**config.mk**
```make
export PLATFORM = sky130hd
export DESIGN_NAME = fir_tap_line
export DESIGN_NICKNAME = d
export VERILOG_FILES = /design/src/rtl/fir_tap_line.sv
export SDC_FILE = /design/constraint.sdc
export NUM_CORES = 1
export LEC_CHECK = 0
export CORE_MARGIN = 5
export CORE_UTILIZATION = 40
export DETAILED_ROUTE_END_ITERATION = 10
export PLACE_DENSITY = 0.62
export SYNTH_ARGS = -nofsm -noshare
export SYNTH_HDL_FRONTEND = slang
export SYNTH_SLANG_ARGS = --single-unit
```
**constraint.sdc**
```tcl
create_clock -name clk -period 9.6 [get_ports clk]
set_clock_uncertainty 0.1 [all_clocks]
set_input_delay 1.92 -clock clk [delete_from_list [all_inputs] [get_ports clk]]
set_output_delay 1.92 -clock clk [all_outputs]
set_load 0.02 [all_outputs]
```
**src/rtl/fir_tap_line.sv**
```systemverilog
// fir_tap_line
// Multi-channel tapped delay line feeding the FIR MAC stage. Each channel
// keeps its own sample history and fill count. Every accepted sample yields a
// one-cycle registered snapshot of that channel's full tap vector.
//
// Ports
//   clk        : rising-edge clock
//   rst        : synchronous active-high reset (clears storage and outputs)
//   flush      : synchronous clear of all taps and fill counters
//   in_valid   : in_ch / in_data valid this cycle
//   in_ch      : channel index of the input sample
//   in_data    : signed input sample
//   out_valid  : one-cycle strobe, out_* hold a new snapshot
//   out_ch     : channel of the snapshot
//   out_taps   : flattened taps, tap k at [k*WIDTH_data +: WIDTH_data], tap 0 newest
//   out_primed : channel has seen NUM_TAPS samples since reset/flush
//   err_ch     : one-cycle pulse, in_valid arrived with in_ch >= NUM_CH
module fir_tap_line #(
  parameter int WIDTH_data = 24,
  parameter int NUM_TAPS   = 8,
  parameter int NUM_CH     = 2,
  parameter int CH_W       = (NUM_CH > 1) ? $clog2(NUM_CH) : 1
) (
  input  logic                           clk,
  input  logic                           rst,
  input  logic                           flush,
  input  logic                           in_valid,
  input  logic [CH_W-1:0]                in_ch,
  input  logic signed [WIDTH_data-1:0]   in_data,
  output logic                           out_valid,
  output logic [CH_W-1:0]                out_ch,
  output logic [NUM_TAPS*WIDTH_data-1:0] out_taps,
  output logic                           out_primed,
  output logic                           err_ch
);

  localparam int FILL_W = $clog2(NUM_TAPS + 1);
  localparam int TAPS_W = NUM_TAPS * WIDTH_data;
  // The oldest tap is only ever observed through the snapshot, so per-channel
  // storage holds taps 0..NUM_TAPS-2; the snapshot register carries the last one.
  localparam int HIST_N = NUM_TAPS - 1;

  // Fill counter increment, saturating at NUM_TAPS.
  function automatic logic [FILL_W-1:0] sat_inc(input logic [FILL_W-1:0] f);
    if ({1'b0, f} >= (FILL_W+1)'(NUM_TAPS))
      return f;
    return f + FILL_W'(1);
  endfunction

  // Primed once this sample brings the channel to NUM_TAPS samples.
  function automatic logic is_primed(input logic [FILL_W-1:0] f);
    return ({1'b0, f} + (FILL_W+1)'(1)) >= (FILL_W+1)'(NUM_TAPS);
  endfunction

  logic signed [WIDTH_data-1:0] hist [NUM_CH][HIST_N];
  logic [FILL_W-1:0]            fill [NUM_CH];

  logic                         ch_ok;
  logic                         accept;
  logic [FILL_W-1:0]            sel_fill;
  logic signed [WIDTH_data-1:0] shifted [NUM_TAPS];
  logic [TAPS_W-1:0]            shifted_flat;

  assign ch_ok  = {1'b0, in_ch} < (CH_W+1)'(NUM_CH);
  assign accept = in_valid & ~flush & ch_ok;

  // Stage p0: select the addressed channel and form its post-shift tap vector.
  // The select loop compares against every legal index, so an out-of-range
  // in_ch never addresses the storage arrays.
  always_comb begin
    sel_fill   = '0;
    shifted[0] = in_data;
    for (int k = 1; k < NUM_TAPS; k++) shifted[k] = '0;
    for (int c = 0; c < NUM_CH; c++) begin
      if (in_ch == CH_W'(c)) begin
        sel_fill = fill[c];
        for (int k = 1; k < NUM_TAPS; k++) shifted[k] = hist[c][k-1];
      end
    end
    shifted_flat = '0;
    for (int k = 0; k < NUM_TAPS; k++)
      shifted_flat[k*WIDTH_data +: WIDTH_data] = shifted[k];
  end

  // Stage p1: storage update and registered snapshot.
  always_ff @(posedge clk) begin
    if (rst) begin
      for (int c = 0; c < NUM_CH; c++) begin
        fill[c] <= '0;
        for (int k = 0; k < HIST_N; k++) hist[c][k] <= '0;
      end
      out_valid  <= 1'b0;
      out_ch     <= '0;
      out_taps   <= '0;
      out_primed <= 1'b0;
      err_ch     <= 1'b0;
    end else if (flush) begin
      for (int c = 0; c < NUM_CH; c++) begin
        fill[c] <= '0;
        for (int k = 0; k < HIST_N; k++) hist[c][k] <= '0;
      end
      out_valid  <= 1'b0;
      out_taps   <= '0;
      out_primed <= 1'b0;
      err_ch     <= 1'b0;
    end else begin
      out_valid <= accept;
      err_ch    <= in_valid & ~ch_ok;
      if (accept) begin
        out_taps   <= shifted_flat;
        out_ch     <= in_ch;
        out_primed <= is_primed(sel_fill);
      end
      for (int c = 0; c < NUM_CH; c++) begin
        if (accept && in_ch == CH_W'(c)) begin
          fill[c] <= sat_inc(fill[c]);
          for (int k = 0; k < HIST_N; k++) hist[c][k] <= shifted[k];
        end
      end
    end
  end

endmodule

```
======== Yosys cells after proc, flatten, opt, wreduce, memory -nomap -nowiden ========
Memory sizes are Yosys's and may differ from the RTL's.
Index checks and enable logic that the tools add are counted.
word-level totals
  memories ................................ 2
  memory bits (writable) .................. 344
  register bits ........................... 195
  bits of input ports ..................... 29
  output and inout port bits .............. 196
memory list
  name  depth  bits a word  read ports  clocked after memory_dff  wr ports  RTL line  text
  hist  2      168          2           0                         2         55        logic signed [WIDTH_data-1:0] hist [NUM_CH][HIST_N];
  fill  2      4            2           0                         2         56        logic [FILL_W-1:0] fill [NUM_CH];
operators by class
  reductions and logical operators ........ 4
  bitwise gates (word level) .............. 35
  $lt $le $gt $ge ......................... 3
  muxes and demuxes ....................... 65
  add/subtract/negate cells ............... 3
operators with widths
  kind                                                                                  count
  24-bit two-way mux                                                                    28
  168-bit two-way mux                                                                   1
  4-bit two-way mux                                                                     15
  1-bit bitwise OR                                                                      32
  1-bit two-way mux                                                                     21
  4-bit by 1-bit adder with 4-bit output (second input constant)                        2
  4-bit greater-or-equal comparator (second input constant)                             2
  4-bit by 1-bit adder with 5-bit output (second input constant)                        1
  5-bit by 4-bit greater-or-equal comparator with 1-bit output (second input constant)  1
  1-bit logical AND                                                                     2
  1-bit NOT                                                                             2
  2-bit AND reduction                                                                   1
  2-bit OR reduction                                                                    1
  1-bit AND                                                                             1

======== Longest topological paths before layout ========
  depth after elaboration ................. 11
  depth in mapped cells ................... 6
  mapped depth without buffers ............ 3

======== Worst setup path after synthesis ========
OpenSTA, ideal clock, no wires.
  path kind ............................... in2reg
  start point ............................. input port rst
  end point ............................... memory hist[1][0] (netlist bit) (enable)
  path buffers ............................ 1
  cell stages on the path ................. 3
  setup slack ............................. 3.500 ns
  data arrival time ....................... 4.771 ns
  data required time ...................... 8.271 ns
  cells stage by stage .................... nor2_1 > clkbuf_1 > nand2_1
RTL lines
  element      RTL line  text
  from (decl)  25        input logic rst,
  to (decl)    55

==> impl_summary.md <==
Synthesis
The cell type with the largest total area after synthesis is sky130_fd_sc_hd__edfxtp_1. In this run, synthesis inferred 344 flip-flops with an integrated enable. After synthesis, the cell types taking the most area are sky130_fd_sc_hd__edfxtp_1, sky130_fd_sc_hd__dfxtp_1, sky130_fd_sc_hd__mux2i_1. The mapped netlist covers 20800 um^2.

The per-instance average area after synthesis is 12.9 um^2. Of the post-synthesis cell area, the dominant cell type holds 49.6%. In the synthesized netlist, the cells that appear most often are sky130_fd_sc_hd__edfxtp_1, sky130_fd_sc_hd__nor2_1, sky130_fd_sc_hd__dfxtp_1.

In the synthesized netlist the dominant register cell turns out to be sky130_fd_sc_hd__edfxtp_1. After synthesis, the share of flip-flops with an asynchronous set or reset is 0%. The Yosys step of the flow raised 0 warnings. Counting every net in the synthesized netlist gives 1643. The flop and latch count out of synthesis is 539. The share of the yosys chip area belonging to registers is 68.3%.

The synthesized instance count is 1610. The number of distinct library cells after synthesis is 32.

Routing
The first detailed-routing pass ran for 5 iterations. Dividing the detail-routed wire length by the instance count gives 17.9 um. The number of vias per cell is 4.93. The detailed router finished its first iteration with 554 violations. After detailed routing, the number of remaining DRC violations is 0.

Across all layers, the routed design uses 12300 vias. The count of nets left with antenna violations after detail routing is 0. Summed over all layers, the routed wires come to 44700 um.

Placement
The final HPWL from detailed placement is 27500 um. The final RePlAce weighted congestion is 0.749. The number of I/O port buffers is 223. The count of placed standard cells including taps is 2385.

Global route
Entering global routing, the biggest net connects 146 pins. The number of global-route vias before repair was 12400. The first-pass GRT wire length is 70600 um.

The overflow left after global routing is 0. Global routing consumed, over all layers together, 15.3% of the routing resources. The initial antenna violation count is 0.

Clocking
Clock-pin slew was measured on the worst setup and hold paths at 0.06 ns. The H-tree was split into 2 levels. The CTS buffer count is 55. Once the clock tree was built, the resizer swapped 0 gates to a different size. Counting every sink on the clock net gives 539.

The post-CTS setup repair buffer count is 0. The buffer cell driving the clock tree root is sky130_fd_sc_hd__clkbuf_16. TritonCTS built the clock tree. The clock reaches the later pin of the worst-skew pair after 0.60 ns. For this design, the CTS-stage hold fixing added 0 buffers. The longest clock path from root to sink contains 3 buffers.

Cells and area
The area growth from synthesis to layout is 20.6%. The net count of the finished layout is 1795. The final core utilization is 48.8%. After filler insertion, the fill cell instance count of the layout stands at 4561. The repair_antennas step left the layout with diodes totalling 0. The fraction of layout cells with a size suffix above 1 is 5.31%.

Across the whole layout, storage elements account for 14200 um^2. The finished layout holds 2489 standard cells, fillers aside. The multi-input combinational cells in the finished layout cover a total of 5930 um^2.

Critical path
The dominant delay contributor by cell family on the critical path is simple AND/OR/NAND/NOR gates. By startpoint and endpoint, the worst setup path is classified as input port to flop. The sort of element at the end of the critical path is a flop. The sort of element at the start of the critical path is an input port. Of all nets on the critical path, the largest fanout is 77. The cell with the largest stage delay on the worst path is sky130_fd_sc_hd__nor2_2. The worst path arrival time is 5.06 ns. The count of buffering cells on the critical path with inverters included is 2. The largest stage delay on the critical path is 0.96 ns. Walking the worst path, the cells encountered are clkdlybuf4s50_1 > nor2_2 > nand2_4 > buf_4. STA puts the critical path data required time at 9.70 ns.

Power
IR analysis of the VDD net gives a maximum drop of 0.000117 V. The post-layout total power is 5.10 mW. The analysis attributes to cell leakage a power of 10.1 nW. The power per standard cell area is 203 nW/um^2.

Floorplanning
Measured along the x axis, the die boundary spans 238 um. The standard-cell row count is 83. The effective utilization at floorplan is 40.5%. The floorplan step defined a die boundary enclosing 56800 um^2.

The core outline area is 51500 um^2. The boundary pin count is 225. Measured along the y axis, the die boundary spans 238 um.

Run
Max-cap violations in this run came to 0.

Timing
The total count of max-transition violations in the final report is 0. At the pin with the least slew margin, the transition time is 1.22 ns. Setup repair after global routing left no endpoint under its margin. Of the available clock period, the critical path in the final layout requires 51.7%.

The final setup violation count is 0. The number of endpoints with negative hold slack in the final report is 0. Summed over all failing endpoints, the final setup total negative slack is 0 ns. The tightest hold margin is 0.367 ns.

The worst pin sits at a relative slew slack of 18.7%. Counting I/O delays and the setup requirement, the final critical path takes 4.97 ns. Based on the critical path, the design can be clocked at up to 0.201 GHz.

Min path
The type of the worst min-delay path is flop to flop.

Outcome
The flow ran to the end, and the final reports show no timing, DRC or antenna violations.
worst paths after layout:
kind	from	endpoint	slack, ns	cells past startpoint
worst min register to register	out_ch$_SDFFE_PP0P_	out_ch$_SDFFE_PP0P_	0.37	2
worst min-delay path	out_ch$_SDFFE_PP0P_	out_ch$_SDFFE_PP0P_	0.37	2
worst max register to register	fill[0][3]$_SDFFCE_PN0P_	fill[0][2]$_SDFFCE_PN0P_	8.21	1
worst max-delay path	flush	hist[1][127]$_SDFFCE_PN0P_	4.63	4
routing by layer:
metal,part of all wire [%],track usage [%],vias up
li1,-,-,6184
met1,48,21.7,5776
met2,44,23.4,253
met3,6.6,4.30,65
met4,2.1,4.24,0
met5,0,0,-
logic make-up after synthesis:
| kind of cell | Yosys count | synth area share (%) |
|---|---|---|
| buffers and inverters | 143 | 3.41 |
| other | 1 | 0.0180 |
| DFF | 539 | 68.3 |
| adders and majority gates | 4 | 0.240 |
| muxes | 192 | 9.22 |
| and+or+nand+nor | 555 | 12.5 |
| AOI/OAI and AO/OA | 172 | 6.16 |
| xor gates and xnor gates | 4 | 0.168 |
cell type report:
class                   instances  share of cell area (%)
clock buffers                  80                    6.05
inverters                       5                  0.0945
repair buffers                233                    9.21
flip-flops and latches        539                    56.6
clock inverters                24                    1.10
multi-input cells             928                    23.6
well taps                     680                    3.38
cells in the final DEF (no fill, tap or decap), types with 6 or more instances in the layout:
cell and n:
sky130_fd_sc_hd__dfxtp_1 195, sky130_fd_sc_hd__clkinv_1 7, sky130_fd_sc_hd__clkinv_2 9, sky130_fd_sc_hd__bufinv_16 6, sky130_fd_sc_hd__clkbuf_16 56, sky130_fd_sc_hd__and2_1 24, sky130_fd_sc_hd__buf_4 10, sky130_fd_sc_hd__and3_1 170
sky130_fd_sc_hd__clkdlybuf4s50_1 221, sky130_fd_sc_hd__nor2_1 343, sky130_fd_sc_hd__edfxtp_1 344, sky130_fd_sc_hd__clkbuf_1 21, sky130_fd_sc_hd__mux2i_1 192, sky130_fd_sc_hd__a211oi_1 169
flip-flops by register name (all words and copies together), names as in the netlist:
signal	flops
hist	336
fill	8
out_primed	1
out_taps	192
out_valid	1
out_ch	1
through the flow:
step                instance area, um^2  worst slack (ns)
floorplan                         20800              3.50
global placement                  23300              4.08
detailed placement                23300              4.02
CTS                               25100              4.67
global route                      25100              4.40
finish                            25100              4.63
where the power goes:
part / total (mW) / switching (mW) / internal (mW) / leakage [nW]
sequential: 2.62 / 0.0465 / 2.58 / 5.47
clock: 2.12 / 0.864 / 1.26 / 0.879
combinational: 0.357 / 0.229 / 0.128 / 3.73
total: 5.10 / 1.14 / 3.97 / 10.1
(Power assumes the default switching activity.)
